<file path="config.mk">
export PLATFORM = sky130hd
export DESIGN_NAME = step_sequencer
export DESIGN_NICKNAME = d
export VERILOG_FILES = /design/src/rtl/step_sequencer_pkg.sv /design/src/rtl/step_sequencer_tick_prescaler.sv /design/src/rtl/step_sequencer.sv
export SDC_FILE = /design/constraint.sdc
export NUM_CORES = 1
export LEC_CHECK = 0
export BUFFER_PORTS_ARGS = -buffer_cell sky130_fd_sc_hd__buf_2
export CAP_MARGIN = 20
export CORE_MARGIN = 10
export CORE_UTILIZATION = 60
export CTS_CLUSTER_DIAMETER = 120
export CTS_CLUSTER_SIZE = 10
export DETAILED_ROUTE_END_ITERATION = 10
export PLACE_DENSITY = 0.83
export SETUP_SLACK_MARGIN = 0.05
export SYNTH_ARGS = -nofsm -noshare
export SYNTH_HDL_FRONTEND = slang
export SYNTH_HIERARCHICAL = 1
export SYNTH_SLANG_ARGS = --single-unit
</file>
<file path="constraint.sdc">
create_clock -name clk -period 3.8 [get_ports clk]
set_input_delay 0.38 -clock clk [delete_from_list [all_inputs] [get_ports clk]]
set_output_delay 0.38 -clock clk [all_outputs]
set_load 0.01 [all_outputs]
</file>
<file path="src/rtl/step_sequencer_pkg.sv">
// Shared types and helpers for the step sequencer.
// Optional feature macro: SEQ_SWING_EN (swing timing in step_len).
package synth_seq_pkg;

    localparam int FREQ_BITS       = 4;
    localparam int STEP_BASE_TICKS = 64;
    localparam int LEN_W           = 16;

    typedef enum logic [1:0] {
        IDLE = 2'd0,
        GATE = 2'd1,
        GAP  = 2'd2
    } seq_state_t;

    typedef struct packed {
        logic                 note_on;
        logic [FREQ_BITS-1:0] note;
    } seq_entry_t;

    // Step length in ticks: base scaled by tempo, optionally swung by step parity.
    function automatic logic [LEN_W-1:0] step_len(input logic [LEN_W-1:0] base,
                                                  input logic [1:0]       tempo,
                                                  input logic             odd);
        logic [LEN_W-1:0] p;
        p = base << tempo;
`ifdef SEQ_SWING_EN
        if (odd) return p - (p >> 2);
        else     return p + (p >> 2);
`else
        begin
            logic unused_odd;
            unused_odd = odd;
        end
        return p;
`endif
    endfunction

endpackage

</file>
<file path="src/rtl/step_sequencer_tick_prescaler.sv">
// Tempo prescaler: one-clk tick every TICK_DIV clocks, held at zero by clear.
module tick_prescaler #(
    parameter int TICK_DIV = 50000
) (
    input  logic clk,
    input  logic rst_n,
    input  logic clear,
    output logic tick
);

    localparam int CW = (TICK_DIV > 1) ? $clog2(TICK_DIV) : 1;

    logic [CW-1:0] cnt_q, cnt_d;

    // Next count: wrap at TICK_DIV-1, forced to zero while cleared.
    always_comb begin
        cnt_d = cnt_q;
        if (clear)                          cnt_d = '0;
        else if (cnt_q == CW'(TICK_DIV - 1)) cnt_d = '0;
        else                                cnt_d = cnt_q + CW'(1);
    end

    // Counter register.
    always_ff @(posedge clk or negedge rst_n) begin
        if (!rst_n) cnt_q <= '0;
        else        cnt_q <= cnt_d;
    end

    assign tick = !clear && (cnt_q == CW'(TICK_DIV - 1));

endmodule

</file>
<file path="src/rtl/step_sequencer.sv">
// Step sequencer: plays a writable note pattern, driving tone_freq_bin and the
// hold gate of soundproc. Hold is high for the first half of each note step.
// Optional feature macro: SEQ_SWING_EN (even steps long, odd steps short).
// Handshake: none; wr_en is a single-cycle write strobe, always accepted.
module step_sequencer
    import synth_seq_pkg::*;
#(
    parameter int STEPS           = 8,
    parameter int FREQ_BITS       = synth_seq_pkg::FREQ_BITS,
    parameter int TICK_DIV        = 50000,
    parameter int STEP_BASE_TICKS = synth_seq_pkg::STEP_BASE_TICKS,
    localparam int SW             = $clog2(STEPS)
) (
    input  logic                 clk,
    input  logic                 rst_n,
    input  logic                 run,
    input  logic [1:0]           tempo,
    input  logic [SW-1:0]        last_step,
    input  logic                 wr_en,
    input  logic [SW-1:0]        wr_addr,
    input  logic [FREQ_BITS:0]   wr_data,
    output logic [FREQ_BITS-1:0] tone_freq_bin,
    output logic                 hold,
    output logic [SW-1:0]        step_idx,
    output logic                 step_strobe,
    output seq_state_t           state_dbg_o
);

    seq_state_t           state_q, state_d;
    logic [SW-1:0]        step_idx_q, step_idx_d;
    logic [LEN_W-1:0]     step_cnt_q, step_cnt_d;
    logic [1:0]           tempo_l_q, tempo_l_d;
    logic [FREQ_BITS-1:0] tone_q, tone_d;
    logic                 hold_q, hold_d;
    logic                 strobe_q, strobe_d;
    seq_entry_t           pattern_q [STEPS];

    logic                 tick;
    logic                 presc_clear;
    logic [LEN_W-1:0]     len, half;
    logic [SW-1:0]        next_idx, start_idx;
    logic                 do_start;
    seq_entry_t           start_entry;

    assign presc_clear = (state_q == IDLE) || !run;

    tick_prescaler #(.TICK_DIV(TICK_DIV)) u_prescaler (
        .clk   (clk),
        .rst_n (rst_n),
        .clear (presc_clear),
        .tick  (tick)
    );

    assign len         = step_len(LEN_W'(STEP_BASE_TICKS), tempo_l_q, step_idx_q[0]);
    assign half        = len >> 1;
    assign next_idx    = (step_idx_q >= last_step) ? '0 : step_idx_q + SW'(1);
    assign start_idx   = (state_q == IDLE) ? '0 : next_idx;
    // Read before this clk's write commits, so a colliding write is not seen.
    assign start_entry = pattern_q[start_idx];

    // Next-state and output logic of the step FSM.
    always_comb begin
        state_d    = state_q;
        step_idx_d = step_idx_q;
        step_cnt_d = step_cnt_q;
        tempo_l_d  = tempo_l_q;
        tone_d     = tone_q;
        hold_d     = hold_q;
        strobe_d   = 1'b0;
        do_start   = 1'b0;
        if (!run) begin
            state_d    = IDLE;
            step_idx_d = '0;
            step_cnt_d = '0;
            hold_d     = 1'b0;
        end else begin
            case (state_q)
                IDLE: do_start = 1'b1;
                GATE: if (tick) begin
                    step_cnt_d = step_cnt_q + LEN_W'(1);
                    if (step_cnt_q == half - LEN_W'(1)) begin
                        state_d = GAP;
                        hold_d  = 1'b0;
                    end
                end
                GAP: if (tick) begin
                    if (step_cnt_q == len - LEN_W'(1)) do_start = 1'b1;
                    else step_cnt_d = step_cnt_q + LEN_W'(1);
                end
                default: state_d = IDLE;
            endcase
            if (do_start) begin
                state_d    = GATE;
                step_idx_d = start_idx;
                step_cnt_d = '0;
                tempo_l_d  = tempo;
                strobe_d   = 1'b1;
                hold_d     = start_entry.note_on;
                // Rests leave the previous note code on the output.
                if (start_entry.note_on) tone_d = start_entry.note;
            end
        end
    end

    // FSM and output registers.
    always_ff @(posedge clk or negedge rst_n) begin
        if (!rst_n) begin
            state_q    <= IDLE;
            step_idx_q <= '0;
            step_cnt_q <= '0;
            tempo_l_q  <= '0;
            tone_q     <= '0;
            hold_q     <= 1'b0;
            strobe_q   <= 1'b0;
        end else begin
            state_q    <= state_d;
            step_idx_q <= step_idx_d;
            step_cnt_q <= step_cnt_d;
            tempo_l_q  <= tempo_l_d;
            tone_q     <= tone_d;
            hold_q     <= hold_d;
            strobe_q   <= strobe_d;
        end
    end

    // Pattern memory: synchronous writes, cleared to rests on reset.
    always_ff @(posedge clk or negedge rst_n) begin
        if (!rst_n) begin
            for (int i = 0; i < STEPS; i++) pattern_q[i] <= '0;
        end else if (wr_en) begin
            pattern_q[wr_addr] <= seq_entry_t'(wr_data);
        end
    end

    assign tone_freq_bin = tone_q;
    assign hold          = hold_q;
    assign step_idx      = step_idx_q;
    assign step_strobe   = strobe_q;
    assign state_dbg_o   = state_q;

endmodule
</file>
Word level (Yosys, flattened, before mapping)

Index checks and enable logic that the tools add are counted.

Add/subtract/negate cells: 5
Order comparisons: 4
Equal/unequal tests: 15
Shifts and indexed selects: 1
Muxes and demuxes: 34
Bitwise logic cells: 2
Reductions and logical operators: 12

Operators by type and width:

| kind                  | number |
|---|---|
| $mux 16               | 7 |
| $bwmux 40             | 1 |
| $add 16x1->16 const B | 2 |
| $eq 16x16->1          | 2 |
| $pmux 16 s2           | 1 |
| $eq 16x16->1 const B  | 1 |
| $ne 4x4->1 const B    | 4 |
| $shl 7x2->16 const A  | 1 |
| $sub 15x1->16 const B | 1 |
| $sub 16x1->16 const B | 1 |
| $bmux 5 s3            | 1 |
| $demux 5 s3           | 1 |
| $mux 5                | 3 |
| $mux 3                | 4 |
| $mux 1                | 10 |
| $ne 3x1->1 const B    | 3 |
| $reduce_and 3->1      | 3 |
| $ge 4x4->1 const B    | 2 |
| $mux 2                | 4 |
| $not 3->4             | 2 |
| $lt 4x1->1 const B    | 1 |
| $ne 4x1->1 const B    | 1 |
| $pmux 2 s2            | 1 |
| $reduce_and 4->1      | 1 |
| 13 further kinds      | 15 |

Register bits after elaboration: 85
Input bits: 17
Output and inout port bits: 11
Logic and storage cells: 97

Logic depth before layout (Yosys ltp)

Gate-level depths: netlist of run 1.

Depth in word-level cells: 9
Depth in mapped cells: 11
Depth with buffers taken out: 10

Modules after synthesis

Netlist of run 1, hierarchy kept.

By module, submodules not included:

| module         | times used | cells an instance | area each (sq um) | seq. area each (sq um) |
|---|---|---|---|---|
| step_sequencer | 1          | 305               | 3580.9            | 1726.7 |
| tick_prescaler | 1          | 81                | 794.5             | 400.4 |

Least setup slack after synthesis of run 1

Ideal clock, no wire load.

Kind: flip-flop to flip-flop
Start point: register step_idx_q[0], in the netlist step_idx[0]
End point: register tone_q[0], in the netlist tone_freq_bin[0]
Library setup time: 125 ps
Arrival time: 2729 ps
Data required time: 3675 ps
Path slack: 946 ps
Stages on the path, launching flop included: 12
Buffers on the path: 3
Clock period less this slack: 2854 ps
Path through: dfrtp_1 > buf_4 > buf_2 > inv_1 > ha_1 > or3b_4 > a211oi_2 > buf_6 > or2b_4 > a311oi_4 > o21ai_4 > mux2_4

Longest elaborated chain between the ends: 8
Elaborated cells between the ends (all ways): 9
Classes of those cells: add/sub (1); order compare (1); mux (5); bitwise (1); reduce/logical (1)

RTL lines:

| element                                          | line                  | text |
|---|---|---|
| start: declaration                               | step_sequencer.sv:30  | `logic [SW-1:0] step_idx_q, step_idx_d;` |
| start signal: assignment                         | step_sequencer.sv:117 | `step_idx_q <= step_idx_d;` |
| $add 3x1->3 / $ge 3x3->1 (equally long branches) | step_sequencer.sv:56  | `assign next_idx = (step_idx_q >= last_step) ? '0 : step_idx_q + SW'(1);` |
| $mux 3 *                                         | step_sequencer.sv:56  |  |
| $mux 3 *                                         | step_sequencer.sv:57  | `assign start_idx = (state_q == IDLE) ? '0 : next_idx;` |
| $not 3->4 (not written as such) *                | step_sequencer.sv:59  | `assign start_entry = pattern_q[start_idx];` |
| $bmux 5 s3 *                                     | step_sequencer.sv:59  |  |
| $mux 5 (not written as such) * (2 in series)     | step_sequencer.sv:59  |  |
| $reduce_and 3->1 (no line)                       | n/a                   |  |
| end signal: assignment                           | step_sequencer.sv:120 | `tone_q <= tone_d;` |
| end: declaration                                 | step_sequencer.sv:33  | `logic [FREQ_BITS-1:0] tone_q, tone_d;` |

Every way passes the cells marked *; elsewhere a longest branch is shown, timed or not. The select of a mux whose other input is x is not followed.
A chain may end at the register's enable or synchronous reset.

Worst setup path in the final report of run 1

Start point: register step_idx_q[0], in the netlist step_idx[0]
End point: register tone_q[3], in the netlist tone_freq_bin[3]

Same word-level chain as after synthesis.

==> results of run 1 <==
## layout by cell type, fill, tap and decap left out, drive strengths merged, types with 3 or more instances in the layout
cell type | netlist | layout
and2 | 3 | 3
nor2 | 35 | 35
nand4 | 11 | 11
a21o | 3 | 3
o21a | 4 | 4
o21ai | 12 | 12
nand3 | 6 | 6
mux2i | 17 | 17
xor2 | 12 | 12
ha | 6 | 6
a21oi | 14 | 14
dfrtp | 85 | 85
nor4 | 7 | 7
inv | 11 | 12
nor3 | 9 | 9
a32o | 5 | 5
buf | 9 | 31
mux2 | 45 | 45
nand2 | 39 | 39
xnor2 | 13 | 13
and3 | 3 | 3
nand4b | 3 | 3
or3 | 4 | 4
clkbuf | 1 | 12
## cell type report
type / count / area, um2 / share of cell area [%]
Clock buffer: 12 / 165 / 3.41
Tap cell: 99 / 124 / 2.56
Timing Repair Buffer: 32 / 198 / 4.08
Inverter: 11 / 41.3 / 0.852
Clock inverter: 4 / 53.8 / 1.11
Multi-Input combinational cell: 280 / 2140 / 44.1
Sequential cell: 85 / 2130 / 43.9
## registers in the layout, indices dropped and copies added (netlist names)
name,count
step_strobe,1
step_idx,3
u_prescaler/cnt_q,16
pattern_q,40
tempo_l_q,2
tone_freq_bin,4
step_cnt_q,16
state_dbg_o,2
hold,1
## metal layers
| layer | GRT usage [%] | vias to the layer above | part of all wire, % |
|---|---|---|---|
| met5 | 0 | - | 0 |
| li1 | - | 1452 | - |
| met1 | 20.1 | 1514 | 45 |
| met3 | 3.71 | 12 | 3.6 |
| met4 | 6.08 | 0 | 1.4 |
| met2 | 26.4 | 56 | 50 |
## per-stage QoR
step	hold slack (ns)	total power [uW]
after floorplan	0.0844	1340
after global placement	0.451	1460
after detailed placement	0.450	1480
after CTS	0.224	2160
after global routing	0.217	2250
final	0.233	2150
## cell families (layout without fill, tap and decap cells)
| kind of cell | Yosys count | after routing | share of synthesized area [%] |
|---|---|---|---|
| muxes | 62 | 62 | 15.8 |
| and+or+nand+nor | 135 | 135 | 16.2 |
| buffers and inverters | 21 | 59 | 2.52 |
| xor gates and xnor gates | 25 | 25 | 5.00 |
| adders and majority gates | 6 | 6 | 1.72 |
| DFF | 85 | 85 | 48.6 |
| AOI/OAI and AO/OA | 52 | 52 | 10.2 |
## power by group
group	switching (uW)	total [uW]	internal [uW]
logic	169	356	187
clock network	325	684	360
registers	77.6	1100	1030
total	572	2150	1570
## worst max-delay path by stage
stage,slack [ns],end,depth (start not counted),startpoint
floorplan,0.95,tone_freq_bin[0],11,step_idx[0]
global placement,1.08,step_cnt_q[2],9,u_prescaler/cnt_q[0]
detailed placement,1.02,tone_freq_bin[3],10,step_idx[0]
CTS,1.0,tone_freq_bin[3],10,step_idx[0]
global route,0.80,step_cnt_q[9],10,u_prescaler/cnt_q[0]
finish,1.00,tone_freq_bin[3],10,step_idx[0]
## worst max-delay path, cell delays in order (launching register included)
cell and delay (ns):
dfrtp_1 0.35, buf_4 0.25, inv_1 0.12, ha_1 0.28
or3b_4 0.42, a211oi_2 0.19, buf_4 0.23, or2b_4 0.15
a311oi_4 0.10, o21ai_4 0.27, mux2_4 0.33
==> flow_metrics.tcl, run 1 <==
set metrics [dict create \
    outcome "completed" \
    cts.sinks 85 \
    critical_path_peak_fanout 16 \
    die_y_um 105 \
    grt_usage_pct 16.0 \
    synth.distinct_cells 64 \
    port_buffers 27 \
    cts_tree "built" \
    area.growth.synth_to_final_pct 10.8 \
    timing.final.ws_setup_ns 1.00 \
    clk_latency_ns 0.36 \
    synthTopCellsByCount "dfrtp_1 (85), nand2_1 (37), nor2_1 (35)" \
    grt_max_degree 86 \
    min_path_type "input pin to flip-flop" \
    syn-instance-count 386 \
    die-area_um2 11100 \
    synth_ff_type "dfrtp_1" \
    seq_area_frac_synth_pct 48.6 \
    synth_edf_count 0 \
    n_antenna_cell 0 \
    hold_viol_final 0 \
    cp.arrival_ns 3.04 \
    reg2regPathDepth 10 \
    ioPinCount 28 \
    post-place-ws_ns 1.02 \
    cts_setup_buffers 0 \
    clk_root_buffer_cell "clkbuf_8" \
    powerDensity_nw_per_um2 443 \
    synth_top_area_cell "dfrtp_1" \
    r2r_end "tone_freq_bin[3]" \
    fin_area_um2 4850 \
    clk_pin_slew_ns 0.09 \
    tightest_slew_ns 0.941 \
    nets 442 \
    hold_path_depth 2 \
    ys_warn_count 6 \
    syn_area_um2 4380 \
    worstSetupPathType "flip-flop to flip-flop" \
    dpl.hpwl_mm 6.38 \
    grt_pass1_vias 2993 \
    place_congestion 0.829 \
    firstDrtPassIters 4 \
    floorplan.initialDensity_pct 61.0 \
    fin_skew_ns 0.00841 \
    place_area_um2 4590 \
    r2r_start "step_idx[0]" \
    ys_async_sr_fraction_pct 100 \
    drtIter0Drc 99 \
    final.setup.tns_ns 0 \
    reg2reg_setup_slack_ns 1.00 \
    fmax_mhz 358 \
    fillCellCount 526 \
    worstHoldStart "tempo[1]" \
    synth_fp_nets 409 \
    overflow 0 \
    wirelength_mm 8.80 \
    rsz0062_at_grt "no" \
    cts_resized 0 \
    power.leakage_uw 0.00208 \
    post-route-util_pct 67.6 \
    setup_viol_count_final 0 \
    relSlewSlack_pct 36.8 \
    fin_cells 523 \
    clk_path_buf_depth 2 \
    yosysTopAreaCellShare_pct 48.6 \
    grt_pass1_wl_mm 14.6 \
    drive_gt1_share_pct 22.9 \
    synth_most_common_cell "dfrtp_1" \
    drt-vias-per-instance 5.80 \
    ant_nets 0 \
    whs_endpoint "tempo_l_q[1]" \
    cts_made_buffers 9 \
    num_vias 3034 \
    post_drt_wl_per_cell_um 16.8 \
    ys_ff_latch 85 \
    postCtsHoldBufs 0 \
    cp-end-kind "flip-flop" \
    final.period_utilization_pct 73.6 \
    place_inst 505 \
    avgSynthCellArea_um2 11.3 \
    cap_violations 0 \
    fp-row-count 31 \
    core_um2 7180 \
    antenna_found_initial 0 \
    drc_errors 0 \
    startpoint_type "flip-flop" \
    finalCriticalPeriod_ns 2.80 \
    vdd_drop_max_mv 0.286 \
    cts_max_level 3 \
    yosys-top-cells-area "dfrtp_1 (49%), mux2_2 (6.4%), mux2_1 (4.1%)" \
    die_w_um 105 \
    drv_slew 0 \
    required_ns 4.05 \
]
No activity file was read; power rests on OpenSTA's default activity.
==> run 2, diff against run 1 <==
ABC_AREA = 1   (was default)
CORE_UTILIZATION = 55   (was 60)
PLACE_DENSITY = 0.8   (was 0.83)
clock period = 2.4 ns   (was 3.8 ns; I/O delays follow)
==> flow_metrics.tcl, run 2 <==
set metrics [dict create \
    clk_path_buf_depth 2 \
    setup_viol_count_final 0 \
    antenna_found_initial 0 \
    powerDensity_nw_per_um2 851 \
    port_buffers 27 \
    num_vias 4006 \
    synth-compound-area-share_pct 10.4 \
    final.period_utilization_pct 93.5 \
    clk_root_buffer_cell "clkbuf_8" \
    synth_top_family_by_area "simple AND/OR/NAND/NOR gates" \
    post-place-ws_ns 0.0682 \
    required_ns 2.65 \
    synthTopCellsByCount "nand2_1 (146), dfrtp_1 (85), nor2_1 (71)" \
    fin_skew_ns 0.00878 \
    place_congestion 0.910 \
    yosys-mux-area-fraction_pct 0 \
    seq_area_frac_synth_pct 47.0 \
    min_path_type "input pin to flip-flop" \
    synth_fp_nets 605 \
    drt-vias-per-instance 5.39 \
    cp-end-kind "flip-flop" \
    finalCriticalPeriod_ns 2.24 \
    synth_xor_xnor_area_share_pct 2.13 \
    n_antenna_cell 0 \
    fp-row-count 33 \
    fin_cells 743 \
    cp.arrival_ns 2.49 \
    synth_edf_count 0 \
    post_drt_wl_per_cell_um 14.6 \
    relSlewSlack_pct 64.1 \
    drc_errors 0 \
    die-area_um2 12300 \
    ys_warn_count 6 \
    outcome "completed" \
    syn_area_um2 4530 \
    ys_ff_latch 85 \
    regMostFlops "pattern_q" \
    synth-simple-area-share_pct 31.0 \
    cts.sinks 85 \
    worstSetupPathType "flip-flop to flip-flop" \
    clk_pin_slew_ns 0.09 \
    clk_latency_ns 0.36 \
    vdd_drop_max_mv 0.426 \
    tightest_slew_ns 0.535 \
    cts_made_buffers 9 \
    core_um2 8090 \
    startpoint_type "flip-flop" \
    die_w_um 111 \
    yosysTopAreaCellShare_pct 47.0 \
    synth.distinct_cells 38 \
    place_inst 714 \
    final.setup.tns_ns 0 \
    fillCellCount 689 \
    wirelength_mm 10.8 \
    nets 656 \
    synthAdderAreaFrac_pct 1.66 \
    area.growth.synth_to_final_pct 14.5 \
    ant_nets 0 \
    grt_max_degree 52 \
    hold_viol_final 0 \
    grt_usage_pct 17.2 \
    floorplan.initialDensity_pct 55.9 \
    critical_path_peak_fanout 7 \
    fin_area_um2 5180 \
    synth_top_area_cell "dfrtp_1" \
    drive_gt1_share_pct 17.4 \
    avgSynthCellArea_um2 7.78 \
    largest_register_ffs 40 \
    cap_violations 0 \
    drtIter0Drc 215 \
    fmax_mhz 446 \
    yosys-top-cells-area "dfrtp_1 (47%), nand2_1 (12%), nor2_1 (5.9%)" \
    place_area_um2 4790 \
    die_y_um 111 \
    final_cell_mix "nand2_1 (145), dfrtp_1 (84), nor2_1 (69), inv_1 (68), o21ai_0 (49)" \
    mostFrequentLayoutCell "nand2_1" \
    cts_tree "built" \
    timing.final.ws_setup_ns 0.157 \
    top_regs "pattern_q x40, step_cnt_q x16, u_prescaler/cnt_q x16" \
    synth_most_common_cell "nand2_1" \
    ioPinCount 28 \
    power.leakage_uw 0.00255 \
    syn-instance-count 582 \
    grt_pass1_vias 4009 \
    dpl.hpwl_mm 7.58 \
    firstDrtPassIters 5 \
    ys_async_sr_fraction_pct 100 \
    grt_pass1_wl_mm 18.0 \
    synth_ff_type "dfrtp_1" \
    drv_slew 0 \
    overflow 0 \
    cts_max_level 3 \
]
[run 2: cell types whose count changed after synthesis, sizes merged, moves of 44 or more]
cell / delta
nand3: +44
inv: +65
mux2: -45
o21ai: +49
nor2: +49
nand2: +118
[run 2: cells by family (layout without fill, tap and decap cells)]
family	after synthesis	in the layout
buffers and inverters	83	139
AOI/OAI and AO/OA	87	87
and+or+nand+nor	310	310
xor gates and xnor gates	11	11
DFF	85	85
adders and majority gates	6	6
[run 2: area by class of cell]
| cell class | instances | area [um2] | share of cell area (%) |
|---|---|---|---|
| Inverter | 76 | 288 | 5.56 |
| Multi-Input combinational cell | 414 | 2090 | 40.3 |
| Tap cell | 105 | 131 | 2.54 |
| Clock inverter | 7 | 120 | 2.32 |
| Timing Repair Buffer | 47 | 303 | 5.85 |
| Clock buffer | 9 | 124 | 2.39 |
| Sequential cell | 85 | 2130 | 41.1 |
[run 2: metrics by stage]
step	hold slack, ns	utilization, %	total power (uW)
floorplan	-0.0556	-	2760
global placement	0.220	59.2	3080
detailed placement	0.222	59.2	3150
CTS	0.0702	62.4	4400
global route	0.0702	64.0	4700
finish	0.0840	64.0	4410
[run 2: critical path, cell delays in order, from the launching register on]
cell	delay, ns
dfrtp_1	0.44
ha_4	0.18
nand3_4	0.08
nor2_2	0.09
nand2_1	0.09
nor2_2	0.16
inv_2	0.05
o211ai_1	0.25
nand2_2	0.19
nor2_4	0.18
nand4_1	0.17
o21ai_1	0.18
a21oi_1	0.06
[run 2: repair_timing]
item,4_1_cts,5_1_grt
hold buffers,1,0
pin swaps,0,11
buffers inserted,0,12
hold endpoints to repair,34,0
gates cloned,0,0
setup endpoints to repair,1,22
resized for setup,1,13
[run 2: per-layer routing]
metal | vias to the layer above | track usage (%) | share of wire, %
met5 | - | 0 | 0
met4 | 0 | 7.99 | 1.9
met3 | 17 | 2.87 | 4.5
met2 | 120 | 30.1 | 51
met1 | 1910 | 20.1 | 42
li1 | 1959 | - | -
[run 2: final timing paths]
check | start | endpoint | slack (ns) | depth (start not counted)
min in group asynchronous | rst_n | step_cnt_q[4] | 0.36 | 2
hold reg to reg | pattern_q[6] | pattern_q[6] | 0.49 | 2
hold / removal | tempo[0] | tempo_l_q[0] | 0.08 | 3
setup reg to reg | u_prescaler/cnt_q[1] | step_cnt_q[12] | 0.16 | 12
max in group asynchronous | rst_n | step_idx[0] | 1.41 | 3
setup / recovery | u_prescaler/cnt_q[1] | step_cnt_q[12] | 0.16 | 12
[run 2: report_power, final]
part | internal (uW) | switching (uW) | total [uW]
combinational | 464 | 878 | 1340
clock | 697 | 543 | 1240
sequential | 1660 | 173 | 1830
==> run 3, diff against run 2 <==
SYNTH_HIERARCHICAL = default   (was 1)
==> flow_metrics.tcl, run 3 <==
set metrics [dict create \
    min_path_type "input pin to flip-flop" \
    synth_ff_type "dfrtp_1" \
    crit_top_cell "nand2_1" \
    overflow 0 \
    powerDensity_nw_per_um2 861 \
    wirelength_mm 10.1 \
    die_y_um 112 \
    synth_top_area_cell "dfrtp_1" \
    place_congestion 0.853 \
    ant_nets 0 \
    ioPinCount 28 \
    final-seq-area_um2 2130 \
    grt_usage_pct 16.7 \
    clockPowerShare_pct 23.1 \
    vdd_drop_max_mv 0.458 \
    ys_ff_latch 85 \
    cp-end-kind "flip-flop" \
    grt_pass1_wl_mm 17.8 \
    final.setup.tns_ns 0 \
    drv_slew 0 \
    relSlewSlack_pct 66.3 \
    core_um2 8220 \
    p_int_uw 2700 \
    cts_tree "built" \
    firstDrtPassIters 4 \
    clk_latency_ns 0.35 \
    die_w_um 112 \
    p_seq_share_pct 41.6 \
    num_vias 3924 \
    path_delay_family "simple AND/OR/NAND/NOR gates" \
    nets 669 \
    seq_area_frac_synth_pct 45.8 \
    top_regs "pattern_q x40, step_cnt_q x16, u_prescaler.cnt_q x16" \
    n_antenna_cell 0 \
    multiInputGateArea_um2 2150 \
    cts_made_buffers 9 \
    final_cell_mix "nand2_1 (177), dfrtp_1 (85), inv_1 (72), nor2_1 (65), o21ai_0 (48)" \
    swShare_pct 38.6 \
    worstSetupPathType "flip-flop to flip-flop" \
    grt_max_degree 51 \
    fin_skew_ns 0.00889 \
    post_drt_wl_per_cell_um 13.4 \
    ys_async_sr_fraction_pct 100 \
    rsz0062_at_grt "no" \
    synth_fp_nets 634 \
    port_buffers 27 \
    drive_gt1_share_pct 14.6 \
    synth_most_common_cell "nand2_1" \
    cp.buffers_inverters 3 \
    die-area_um2 12500 \
    grt_pass1_vias 3894 \
    syn-instance-count 611 \
    fmax_mhz 476 \
    yosysTopAreaCellShare_pct 45.8 \
    whs_ns 0.112 \
    cp.arrival_ns 2.34 \
    cap_violations 0 \
    cp_slowest_stage_delay_ns 0.40 \
    setup_viol_count_final 0 \
    hold_viol_final 0 \
    avgSynthCellArea_um2 7.60 \
    outcome "completed" \
    largest_register_ffs 40 \
    fp-row-count 33 \
    drt-vias-per-instance 5.20 \
    ys_warn_count 0 \
    critical_path_peak_fanout 18 \
    synthTopCellsByCount "nand2_1 (177), dfrtp_1 (85), inv_1 (72)" \
    startpoint_type "flip-flop" \
    finalCriticalPeriod_ns 2.10 \
    required_ns 2.64 \
    cts_setup_buffers 0 \
    drtIter0Drc 257 \
    clk_path_buf_depth 2 \
    antenna_found_initial 0 \
    cts_max_level 3 \
    tightest_slew_ns 0.503 \
    cts.sinks 85 \
    floorplan.initialDensity_pct 56.5 \
    syn_area_um2 4640 \
    final.period_utilization_pct 87.6 \
    area.growth.synth_to_final_pct 10.1 \
    yosys-top-cells-area "dfrtp_1 (46%), nand2_1 (14%), inv_1 (5.8%)" \
    clk_root_buffer_cell "clkbuf_8" \
    clk_pin_slew_ns 0.08 \
    cts_resized 0 \
    postCtsHoldBufs 1 \
    power.leakage_uw 0.00251 \
    pwr-share-comb_pct 35.3 \
    dpl.hpwl_mm 7.51 \
    fillCellCount 746 \
    synth_edf_count 0 \
    synth.distinct_cells 39 \
    p_switching_uw 1700 \
    slowest_stage "dfrtp_1" \
    crit_chain "inv_1 > ha_1 > inv_1 > nand2_1 > nand2_1 > nand2_1 > nand2_2 > nand3_4 > inv_2 > nand2_1 > nand3_1 > nand2_1 > nand2_1 > nand2_1 > nand2_1 > nand2_1" \
    mostFrequentLayoutCell "nand2_1" \
    drc_errors 0 \
    regMostFlops "pattern_q" \
]
## run 3: layout make-up
class | count | share of cell area [%]
multi-input cells | 436 | 42.2
inverters | 84 | 6.27
clock inverters | 4 | 0.931
clock buffers | 11 | 2.96
flip-flops and latches | 85 | 41.6
repair buffers | 30 | 3.43
well taps | 105 | 2.57
## run 3: logic make-up (layout without fill, tap and decap cells)
logic type / after synthesis / after routing / synth area share [%]
AO/OA/AOI/OAI: 75 / 75 / 8.41
adder cells (fa/ha/maj): 6 / 6 / 1.62
XOR/XNOR: 7 / 7 / 1.32
AND/OR/NAND/NOR: 348 / 348 / 35.1
flip-flops: 85 / 85 / 45.8
buffers and inverters: 90 / 129 / 7.74
## run 3: metrics by stage
stage                     area, um2  cells  power [uW]  utilization, %  setup WS, ns
after floorplan                4640    611        3000               -         0.118
after global placement         4900    739        3330            59.6         0.455
after detailed placement       4900    739        3390            59.6         0.357
after CTS                      5110    755        4420            62.2         0.305
after global routing           5110    755        4740            62.2        0.0927
final                          5110    755        4400            62.2         0.297
## run 3: routing by layer
| metal | share of wire (%) | GRT usage (%) | routed length [um] |
|---|---|---|---|
| met1 | 45 | 19.9 | 4520 |
| met2 | 49 | 28.6 | 4970 |
| met3 | 4.9 | 4.13 | 493 |
| met4 | 1.6 | 5.66 | 159 |
| met5 | 0 | 0 | 0 |
## run 3: final timing paths
check | start | to | slack, ns | depth (start not counted)
worst max-delay path | step_idx[0] | tone_freq_bin[0] | 0.30 | 16
worst min-delay path | tempo[1] | tempo_l_q[1] | 0.11 | 3
worst max register to register | step_idx[0] | tone_freq_bin[0] | 0.30 | 16
worst min register to register | u_prescaler.cnt_q[0] | u_prescaler.cnt_q[0] | 0.46 | 1
max in group asynchronous | rst_n | pattern_q[13] | 1.40 | 3
min in group asynchronous | rst_n | step_cnt_q[10] | 0.38 | 2
## run 3: worst min-delay path: stages
cell and delay (ns):
buf_2 0.08, nand2_1 0.04, o21ai_0 0.06
## run 3: power groups by stage
stage	Combinational [uW]	Clock, uW	Sequential [uW]
2_1_floorplan	1150	0	1850
3_3_place_gp	1480	0	1850
3_5_place_dp	1540	0	1850
4_1_cts	1550	1040	1830
5_1_grt	1770	1110	1860
6_report	1550	1020	1830
